--- config.mk ---
export PLATFORM = sky130hd
export DESIGN_NAME = mem_wb_pipe_reg_flat
export DESIGN_NICKNAME = d
export VERILOG_FILES = /design/src/rtl/mips_pipe_pkg.sv /design/src/rtl/mem_wb_pipe_reg_if.sv /design/src/rtl/pipe_skid_buf.sv /design/src/rtl/mem_wb_pipe_reg.sv /design/src/flat_wrapper.sv
export SDC_FILE = /design/constraint.sdc
export NUM_CORES = 1
export LEC_CHECK = 0
export ABC_AREA = 0
export BUFFER_PORTS_ARGS = -buffer_cell sky130_fd_sc_hd__clkbuf_2
export CAP_MARGIN = 40
export CORE_ASPECT_RATIO = 0.6
export CORE_UTILIZATION = 48
export CTS_CLUSTER_DIAMETER = 120
export DETAILED_ROUTE_END_ITERATION = 8
export PLACE_DENSITY = 0.86
export SYNTH_ARGS = -nofsm -noshare
export SYNTH_HDL_FRONTEND = slang
export SYNTH_HIERARCHICAL = 1
export SYNTH_SLANG_ARGS = --single-unit
export TNS_END_PERCENT = 50
--- constraint.sdc ---
create_clock -name clk -period 1.7 [get_ports clk]
set_input_delay 0.085 -clock clk [delete_from_list [all_inputs] [get_ports clk]]
set_output_delay 0.085 -clock clk [all_outputs]
set_load 0.02 [all_outputs]
--- src/rtl/mips_pipe_pkg.sv ---
`default_nettype none
// ============================================================================
// Package   : mips_pipe_pkg
// Purpose   : Shared types and default widths for the MEM->WB pipeline slice.
// Revision  : 1.0 - initial release
// ============================================================================
package mips_pipe_pkg;

  localparam int DEF_DATA_W = 16;
  localparam int DEF_REG_AW = 4;
  localparam int DEF_CNT_W  = 16;

  // One MEM->WB beat at the default widths, MSB first.
  typedef struct packed {
    logic                  regwrite;
    logic                  memtoreg;
    logic [DEF_DATA_W-1:0] memdata;
    logic [DEF_DATA_W-1:0] aluresult;
    logic [DEF_REG_AW-1:0] regdst;
  } wb_payload_t;

  // Write-back source select, encoded the same way as memtoreg.
  typedef enum logic {
    WB_ALU = 1'b0,
    WB_MEM = 1'b1
  } wb_sel_e;

  // Flattened payload width for a given data / register-address width.
  function automatic int payload_w(input int data_w, input int reg_aw);
    return 2 + (2 * data_w) + reg_aw;
  endfunction

endpackage
`default_nettype wire

--- src/rtl/mem_wb_pipe_reg_if.sv ---
`default_nettype none
// ============================================================================
// Interface : mem_wb_pipe_reg_if
// Purpose   : MEM-side beat, WB-side head, forwarding tap and stall counter of
//             the MEM->WB pipeline register. master = driver side,
//             slave = pipeline register side.
// Revision  : 1.0 - initial release
// ============================================================================
interface mem_wb_pipe_reg_if #(
  parameter int DATA_W = mips_pipe_pkg::DEF_DATA_W,
  parameter int REG_AW = mips_pipe_pkg::DEF_REG_AW,
  parameter int CNT_W  = mips_pipe_pkg::DEF_CNT_W
);

  // MEM-stage side
  logic              flush;
  logic              in_valid;
  logic              in_ready;
  logic              regwrite;
  logic              memtoreg;
  logic [DATA_W-1:0] memdata;
  logic [DATA_W-1:0] aluresult;
  logic [REG_AW-1:0] regdst;

  // WB-stage side
  logic              out_valid;
  logic              out_ready;
  logic              regwriteout;
  logic              memtoregout;
  logic [DATA_W-1:0] memdataout;
  logic [DATA_W-1:0] aluresultout;
  logic [REG_AW-1:0] regdstout;
  logic [DATA_W-1:0] wb_data;
  logic              wb_en;

  // Forwarding tap and statistics
  logic              fwd_valid;
  logic [REG_AW-1:0] fwd_regdst;
  logic [DATA_W-1:0] fwd_data;
  logic [CNT_W-1:0]  stall_cnt;

  modport master (
    output flush, in_valid, regwrite, memtoreg, memdata, aluresult, regdst,
    output out_ready,
    input  in_ready,
    input  out_valid, regwriteout, memtoregout, memdataout, aluresultout,
    input  regdstout, wb_data, wb_en,
    input  fwd_valid, fwd_regdst, fwd_data, stall_cnt
  );

  modport slave (
    input  flush, in_valid, regwrite, memtoreg, memdata, aluresult, regdst,
    input  out_ready,
    output in_ready,
    output out_valid, regwriteout, memtoregout, memdataout, aluresultout,
    output regdstout, wb_data, wb_en,
    output fwd_valid, fwd_regdst, fwd_data, stall_cnt
  );

endinterface
`default_nettype wire

--- src/rtl/pipe_skid_buf.sv ---
`default_nettype none
// ============================================================================
// Module    : pipe_skid_buf
// Purpose   : Generic 2-entry valid/ready skid buffer with synchronous flush.
//             in_ready is a flop output, so there is no combinational path
//             from out_ready back to in_ready.
// Revision  : 1.0 - initial release
// ============================================================================
module pipe_skid_buf #(
  parameter int W = 8
) (
  input  wire logic         clk,
  input  wire logic         rst_n,
  input  wire logic         flush,
  input  wire logic         in_valid,
  output logic              in_ready,
  input  wire logic [W-1:0] in_data,
  output logic              out_valid,
  input  wire logic         out_ready,
  output logic [W-1:0]      out_data
);

  // State encodes {skid_v, main_v}; 2'b10 is unreachable and recovers to EMPTY.
  localparam logic [1:0] ST_EMPTY = 2'b00;
  localparam logic [1:0] ST_ONE   = 2'b01;
  localparam logic [1:0] ST_FULL  = 2'b11;

  logic [1:0]   state_q, state_d;
  logic [W-1:0] main_q, main_d;
  logic [W-1:0] skid_q, skid_d;
  logic         accept;
  logic         retire;

  assign in_ready  = ~state_q[1];
  assign out_valid = state_q[0];
  assign out_data  = main_q;
  assign accept    = in_valid & in_ready;
  assign retire    = out_valid & out_ready;

  // Next state and payload movement; flush wins over every transfer.
  always_comb begin
    state_d = state_q;
    main_d  = main_q;
    skid_d  = skid_q;
    if (flush) begin
      state_d = ST_EMPTY;
      main_d  = '0;
      skid_d  = '0;
    end else begin
      case (state_q)
        ST_EMPTY: begin
          if (accept) begin
            main_d  = in_data;
            state_d = ST_ONE;
          end
        end
        ST_ONE: begin
          if (accept && retire) begin
            main_d = in_data;
          end else if (accept) begin
            skid_d  = in_data;
            state_d = ST_FULL;
          end else if (retire) begin
            // Head payload is kept so the outputs hold while invalid.
            state_d = ST_EMPTY;
          end
        end
        ST_FULL: begin
          if (retire) begin
            main_d  = skid_q;
            state_d = ST_ONE;
          end
        end
        default: begin
          state_d = ST_EMPTY;
        end
      endcase
    end
  end

  // State and payload registers, cleared asynchronously.
  always_ff @(posedge clk or negedge rst_n) begin
    if (!rst_n) begin
      state_q <= ST_EMPTY;
      main_q  <= '0;
      skid_q  <= '0;
    end else begin
      state_q <= state_d;
      main_q  <= main_d;
      skid_q  <= skid_d;
    end
  end

endmodule
`default_nettype wire

--- src/rtl/mem_wb_pipe_reg.sv ---
`default_nettype none
// ============================================================================
// Module    : mem_wb_pipe_reg
// Purpose   : MEM->WB pipeline register. Buffers beats in a 2-entry skid
//             buffer and derives the write-back mux, zero-register guard,
//             forwarding tap and a saturating stall counter from the head.
// Revision  : 1.0 - initial release
// ============================================================================
module mem_wb_pipe_reg
  import mips_pipe_pkg::*;
#(
  parameter int DATA_W         = DEF_DATA_W,
  parameter int REG_AW         = DEF_REG_AW,
  parameter int ZERO_REG_GUARD = 1,
  parameter int CNT_W          = DEF_CNT_W
) (
  input wire logic          clk,
  input wire logic          rst_n,
  mem_wb_pipe_reg_if.slave  bus
);

  localparam int PAYLOAD_W = payload_w(DATA_W, REG_AW);

  logic [PAYLOAD_W-1:0] payload_in;
  logic [PAYLOAD_W-1:0] payload_out;
  logic                 head_valid;
  wb_sel_e              wb_sel;
  logic [DATA_W-1:0]    wb_data_mux;
  logic                 dst_is_zero;
  logic                 write_ok;
  logic [CNT_W-1:0]     stall_cnt_q, stall_cnt_d;

  assign payload_in = {bus.regwrite, bus.memtoreg, bus.memdata,
                       bus.aluresult, bus.regdst};

  pipe_skid_buf #(
    .W (PAYLOAD_W)
  ) u_skid (
    .clk       (clk),
    .rst_n     (rst_n),
    .flush     (bus.flush),
    .in_valid  (bus.in_valid),
    .in_ready  (bus.in_ready),
    .in_data   (payload_in),
    .out_valid (head_valid),
    .out_ready (bus.out_ready),
    .out_data  (payload_out)
  );

  assign bus.out_valid = head_valid;
  assign {bus.regwriteout, bus.memtoregout, bus.memdataout,
          bus.aluresultout, bus.regdstout} = payload_out;

  assign wb_sel = wb_sel_e'(bus.memtoregout);

  // Write-back data select from the registered head fields.
  always_comb begin
    wb_data_mux = bus.aluresultout;
    if (wb_sel == WB_MEM) begin
      wb_data_mux = bus.memdataout;
    end
  end

  // Register 0 is hard-wired; its writes are optionally suppressed.
  if (ZERO_REG_GUARD != 0) begin : g_zero_guard
    assign dst_is_zero = (bus.regdstout == '0);
  end else begin : g_no_guard
    assign dst_is_zero = 1'b0;
  end

  assign write_ok       = bus.regwriteout & ~dst_is_zero;
  assign bus.wb_data    = wb_data_mux;
  assign bus.wb_en      = head_valid & bus.out_ready & write_ok;
  assign bus.fwd_valid  = head_valid & write_ok;
  assign bus.fwd_regdst = bus.regdstout;
  assign bus.fwd_data   = wb_data_mux;

  // Count cycles the head is held back by the register file, saturating.
  always_comb begin
    stall_cnt_d = stall_cnt_q;
    if (head_valid && !bus.out_ready && (stall_cnt_q != {CNT_W{1'b1}})) begin
      stall_cnt_d = stall_cnt_q + CNT_W'(1);
    end
  end

  // Stall counter register; only reset clears it.
  always_ff @(posedge clk or negedge rst_n) begin
    if (!rst_n) begin
      stall_cnt_q <= '0;
    end else begin
      stall_cnt_q <= stall_cnt_d;
    end
  end

  assign bus.stall_cnt = stall_cnt_q;

endmodule
`default_nettype wire

--- src/flat_wrapper.sv ---
// flat-port wrapper written by rule: the top's interface ports become plain ports
module mem_wb_pipe_reg_flat import mips_pipe_pkg::*;
#(
  parameter int DATA_W         = DEF_DATA_W,
  parameter int REG_AW         = DEF_REG_AW,
  parameter int ZERO_REG_GUARD = 1,
  parameter int CNT_W          = DEF_CNT_W
)
  (clk, rst_n, bus_flush, bus_in_valid, bus_regwrite, bus_memtoreg, bus_memdata, bus_aluresult, bus_regdst, bus_out_ready, bus_in_ready, bus_out_valid, bus_regwriteout, bus_memtoregout, bus_memdataout, bus_aluresultout, bus_regdstout, bus_wb_data, bus_wb_en, bus_fwd_valid, bus_fwd_regdst, bus_fwd_data, bus_stall_cnt);
  mem_wb_pipe_reg_if #(.DATA_W(DATA_W), .REG_AW(REG_AW), .CNT_W(CNT_W)) bus_i ();
  input wire logic clk;
  input wire logic rst_n;
  input wire logic [$bits(bus_i.flush)-1:0] bus_flush;
  input wire logic [$bits(bus_i.in_valid)-1:0] bus_in_valid;
  input wire logic [$bits(bus_i.regwrite)-1:0] bus_regwrite;
  input wire logic [$bits(bus_i.memtoreg)-1:0] bus_memtoreg;
  input wire logic [$bits(bus_i.memdata)-1:0] bus_memdata;
  input wire logic [$bits(bus_i.aluresult)-1:0] bus_aluresult;
  input wire logic [$bits(bus_i.regdst)-1:0] bus_regdst;
  input wire logic [$bits(bus_i.out_ready)-1:0] bus_out_ready;
  output wire logic [$bits(bus_i.in_ready)-1:0] bus_in_ready;
  output wire logic [$bits(bus_i.out_valid)-1:0] bus_out_valid;
  output wire logic [$bits(bus_i.regwriteout)-1:0] bus_regwriteout;
  output wire logic [$bits(bus_i.memtoregout)-1:0] bus_memtoregout;
  output wire logic [$bits(bus_i.memdataout)-1:0] bus_memdataout;
  output wire logic [$bits(bus_i.aluresultout)-1:0] bus_aluresultout;
  output wire logic [$bits(bus_i.regdstout)-1:0] bus_regdstout;
  output wire logic [$bits(bus_i.wb_data)-1:0] bus_wb_data;
  output wire logic [$bits(bus_i.wb_en)-1:0] bus_wb_en;
  output wire logic [$bits(bus_i.fwd_valid)-1:0] bus_fwd_valid;
  output wire logic [$bits(bus_i.fwd_regdst)-1:0] bus_fwd_regdst;
  output wire logic [$bits(bus_i.fwd_data)-1:0] bus_fwd_data;
  output wire logic [$bits(bus_i.stall_cnt)-1:0] bus_stall_cnt;
  assign bus_i.flush = bus_flush;
  assign bus_i.in_valid = bus_in_valid;
  assign bus_i.regwrite = bus_regwrite;
  assign bus_i.memtoreg = bus_memtoreg;
  assign bus_i.memdata = bus_memdata;
  assign bus_i.aluresult = bus_aluresult;
  assign bus_i.regdst = bus_regdst;
  assign bus_i.out_ready = bus_out_ready;
  assign bus_in_ready = bus_i.in_ready;
  assign bus_out_valid = bus_i.out_valid;
  assign bus_regwriteout = bus_i.regwriteout;
  assign bus_memtoregout = bus_i.memtoregout;
  assign bus_memdataout = bus_i.memdataout;
  assign bus_aluresultout = bus_i.aluresultout;
  assign bus_regdstout = bus_i.regdstout;
  assign bus_wb_data = bus_i.wb_data;
  assign bus_wb_en = bus_i.wb_en;
  assign bus_fwd_valid = bus_i.fwd_valid;
  assign bus_fwd_regdst = bus_i.fwd_regdst;
  assign bus_fwd_data = bus_i.fwd_data;
  assign bus_stall_cnt = bus_i.stall_cnt;
  mem_wb_pipe_reg #(.DATA_W(DATA_W), .REG_AW(REG_AW), .ZERO_REG_GUARD(ZERO_REG_GUARD), .CNT_W(CNT_W)) u_core (.clk(clk), .rst_n(rst_n), .bus(bus_i));
endmodule
==> results.sh <==
export IMPL_power_switching_mw=5.187
export IMPL_place_area_um2=5907
export IMPL_syn_to_final_growth_pct=48.46
export IMPL_final_cells=760
export IMPL_maxCapViolCount=0
export IMPL_critPathCaptureType="register"
export IMPL_core_um2=10020
export IMPL_crit_arrival_ns=2.33
export IMPL_total_power_mw=11.55
export IMPL_final_antenna_net_count=0
export IMPL_post_drt_wl_per_cell_um=23.11
export IMPL_synth_warning_count=6
export IMPL_via_per_inst=6.399
export IMPL_antenna_found_initial=0
export IMPL_setup_ws_ns=-0.3396
export IMPL_fillCellCount=638
export IMPL_synth_most_common_cell="dfrtp_1"
export IMPL_clkTransAtPathRegs_ns=0.07
export IMPL_ys_ff_latch=94
export IMPL_fmax_mhz=490.3
export IMPL_num_nets_final=668
export IMPL_wl_um=17560
export IMPL_drcViolationCount=0
export IMPL_async_flop_share_pct=100.0
export IMPL_placed_cells=686
export IMPL_max_slew_margin_pct=61.52
export IMPL_critPathMaxFanout=4
export IMPL_gp_congestion=0.8923
export IMPL_multi_input_area_um2=2884
export IMPL_cts_buffers=9
export IMPL_tns_ns=-14.93
export IMPL_grt_max_degree=60
export IMPL_hold_viol_final=0
export IMPL_intPower_mw=6.366
export IMPL_clock_sink_count=94
export IMPL_powerDensity_nw_per_um2=1546
export IMPL_rows=28
export IMPL_dp_hpwl_um=9765
export IMPL_fp_dieH_um=81.33
export IMPL_grt_usage_pct=28.29
export IMPL_io_buffers=136
export IMPL_vdd_drop_max_uv=846.1
export IMPL_fin_skew_ns=0.01557
export IMPL_fin_crit_sh_pct=120.0
export IMPL_synth_area_leaders="dfrtp_1, mux2i_1, a22o_1"
export IMPL_via_count=4863
export IMPL_overflow=0
export IMPL_syn_inst=444
export IMPL_min_period_ns=2.040
export IMPL_synth_nets=492
export IMPL_cts_tree="built"
export IMPL_synth_top_area_share_pct=46.72
export IMPL_avgSynthCellArea_um2=11.34
export IMPL_die_w_um=134.2
export IMPL_firstDrtPassIters=5
export IMPL_worst_pin_slew_ns=0.5771
export IMPL_die_area_um2=10920
export IMPL_cts_htree_levels=3
export IMPL_start_kind="register"
export IMPL_grt_pass1_wl_um=23440
export IMPL_regArea_um2=2356
export IMPL_violations="negative setup slack"
export IMPL_drt_iter0_drc=417
export IMPL_synth_commonest_cells="dfrtp_1, nor4_1, mux2i_1"
export IMPL_dp_slack_ns=-0.1507
export IMPL_pwr_share_seq_pct=30.8
export IMPL_clockPowerShare_pct=18.6
export IMPL_stdcell_area_um2=7475
export IMPL_antennaDiodeCount=0
export IMPL_critPathKind="reg2reg"
export IMPL_setup_viol=78
export IMPL_combPwrFrac_pct=50.6
export IMPL_grt_pass1_vias=4438
export IMPL_synth_distinct_cells=38
export IMPL_rsz0062_at_grt="true"
export IMPL_start_util_pct=50.25
export IMPL_clkLatencyLatePin_ns=0.36
export IMPL_yosys_area_top_type="dfrtp_1"
export IMPL_synth_edf_count=0
export IMPL_p_sw_share_pct=44.90
export IMPL_drive_above_1_share_pct=45.60
export IMPL_ios=137
export IMPL_hold_path_class="in2reg"
export IMPL_clockBufferDepth=2
export IMPL_power_leakage_nw=3.728
export IMPL_synth_area_um2=5035
export IMPL_root_buffer="clkbuf_16"
export IMPL_final_max_slew_viol_count=0
export IMPL_synth_seq_area_share_pct=46.72
export IMPL_ys_flop_type="dfrtp_1"
export IMPL_cp_data_required_time_ns=1.99
export IMPL_outcome="finished with violations"
through the flow:
step	utilization [%]	hold slack, ns
floorplan	-	-0.2106
global placement	58.68	-0.05799
detailed placement	58.95	-0.05500
CTS	67.69	0.003321
global route	74.60	0.02313
finish	74.60	0.02396
cell usage in the layout (no fill, tap or decap), drive strengths merged, types with 7 or more instances in the layout:
cell type and count:
dfrtp 94, a22o 39, buf 45, inv 7, nor4 45, mux2i 40, and3 39, xor2 8
a211o 37, nand2 10, mux2 17, dlygate4sd3 38, xnor2 8, clkbuf 151
worst paths after layout:
kind	slack [ns]	start	cells after the start	to
setup reg to reg	-0.34	u_core/u_skid/state_q[1]$_DFFE_PN0P_	7	u_core/u_skid/out_data[33]$_DFFE_PN0P_
setup / recovery	-0.34	u_core/u_skid/state_q[1]$_DFFE_PN0P_	7	u_core/u_skid/out_data[33]$_DFFE_PN0P_
min in group asynchronous	0.12	rst_n	2	u_core/bus.stall_cnt[10]$_DFFE_PN0P_
hold / removal	0.02	bus_aluresult[5]	2	u_core/u_skid/skid_q[9]$_DFFE_PN0P_
hold reg to reg	0.51	u_core/u_skid/skid_q[30]$_DFFE_PN0P_	1	u_core/u_skid/skid_q[30]$_DFFE_PN0P_
max in group asynchronous	1.00	rst_n	3	u_core/u_skid/out_data[8]$_DFFE_PN0P_
sequential cells by signal, indices dropped and copies added (netlist names):
name / flops
u_core/u_skid/skid_q: 38
u_core/u_skid/out_data: 38
u_core/u_skid/state_q: 2
u_core/bus.stall_cnt: 16
area by class of cell:
type	instances	area share, %
multi-input combinational	286	38.58
sequential	94	31.52
timing repair buffer	225	23.22
clock buffer	9	3.013
tap	135	2.260
clock inverter	7	1.205
inverter	4	0.2009
power groups by stage:
stage	sequential, mW	combinational (mW)	clock (mW)
5_1_grt	3.61	6.11	2.24
2_1_floorplan	3.85	2.80	0
6_report	3.56	5.84	2.15
4_1_cts	3.48	4.83	2.15
3_3_place_gp	3.46	4.38	0
3_5_place_dp	3.52	4.52	0
cell families (layout without fill, tap and decap cells):
kind of cell,count (synthesis),count (layout),share of synthesized area (%)
compound gates,81,82,14.02
xor+xnor,16,16,2.783
fa+ha+maj,5,5,1.243
buf+inv,65,245,7.455
flops,94,94,46.72
mux,57,57,11.83
simple gates,126,126,15.95
per-layer routing:
metal / global-route usage, % / part of all wire [%] / up-vias / routed length [um]
met5: 0 / 0 / - / 0
met4: 7.753 / 2.0 / 0 / 357
met3: 7.366 / 9.8 / 38 / 1714
met2: 46.53 / 48 / 324 / 8385
met1: 37.37 / 40 / 2452 / 7104
li1: - / - / 2049 / -
worst max-delay path, stage by stage (launching register included):
cell and delay, ns:
dfrtp_1 0.41, buf_4 0.15, ha_2 0.25, nor2_4 0.06, buf_4 0.13, o221a_2 0.34, nor4_1 0.45, a211o_1 0.20
repair_timing:
| item | in CTS | in global routing |
|---|---|---|
| gates cloned | 1 | 9 |
| resized for setup | 24 | 65 |
| setup endpoints to repair | 74 | 90 |
| endpoints found under the hold margin | 131 | 0 |
| setup buffers | 2 | 9 |
| hold buffers | 38 | 0 |
| pin swaps | 1 | 37 |
Power figures use the tool's default switching activity.
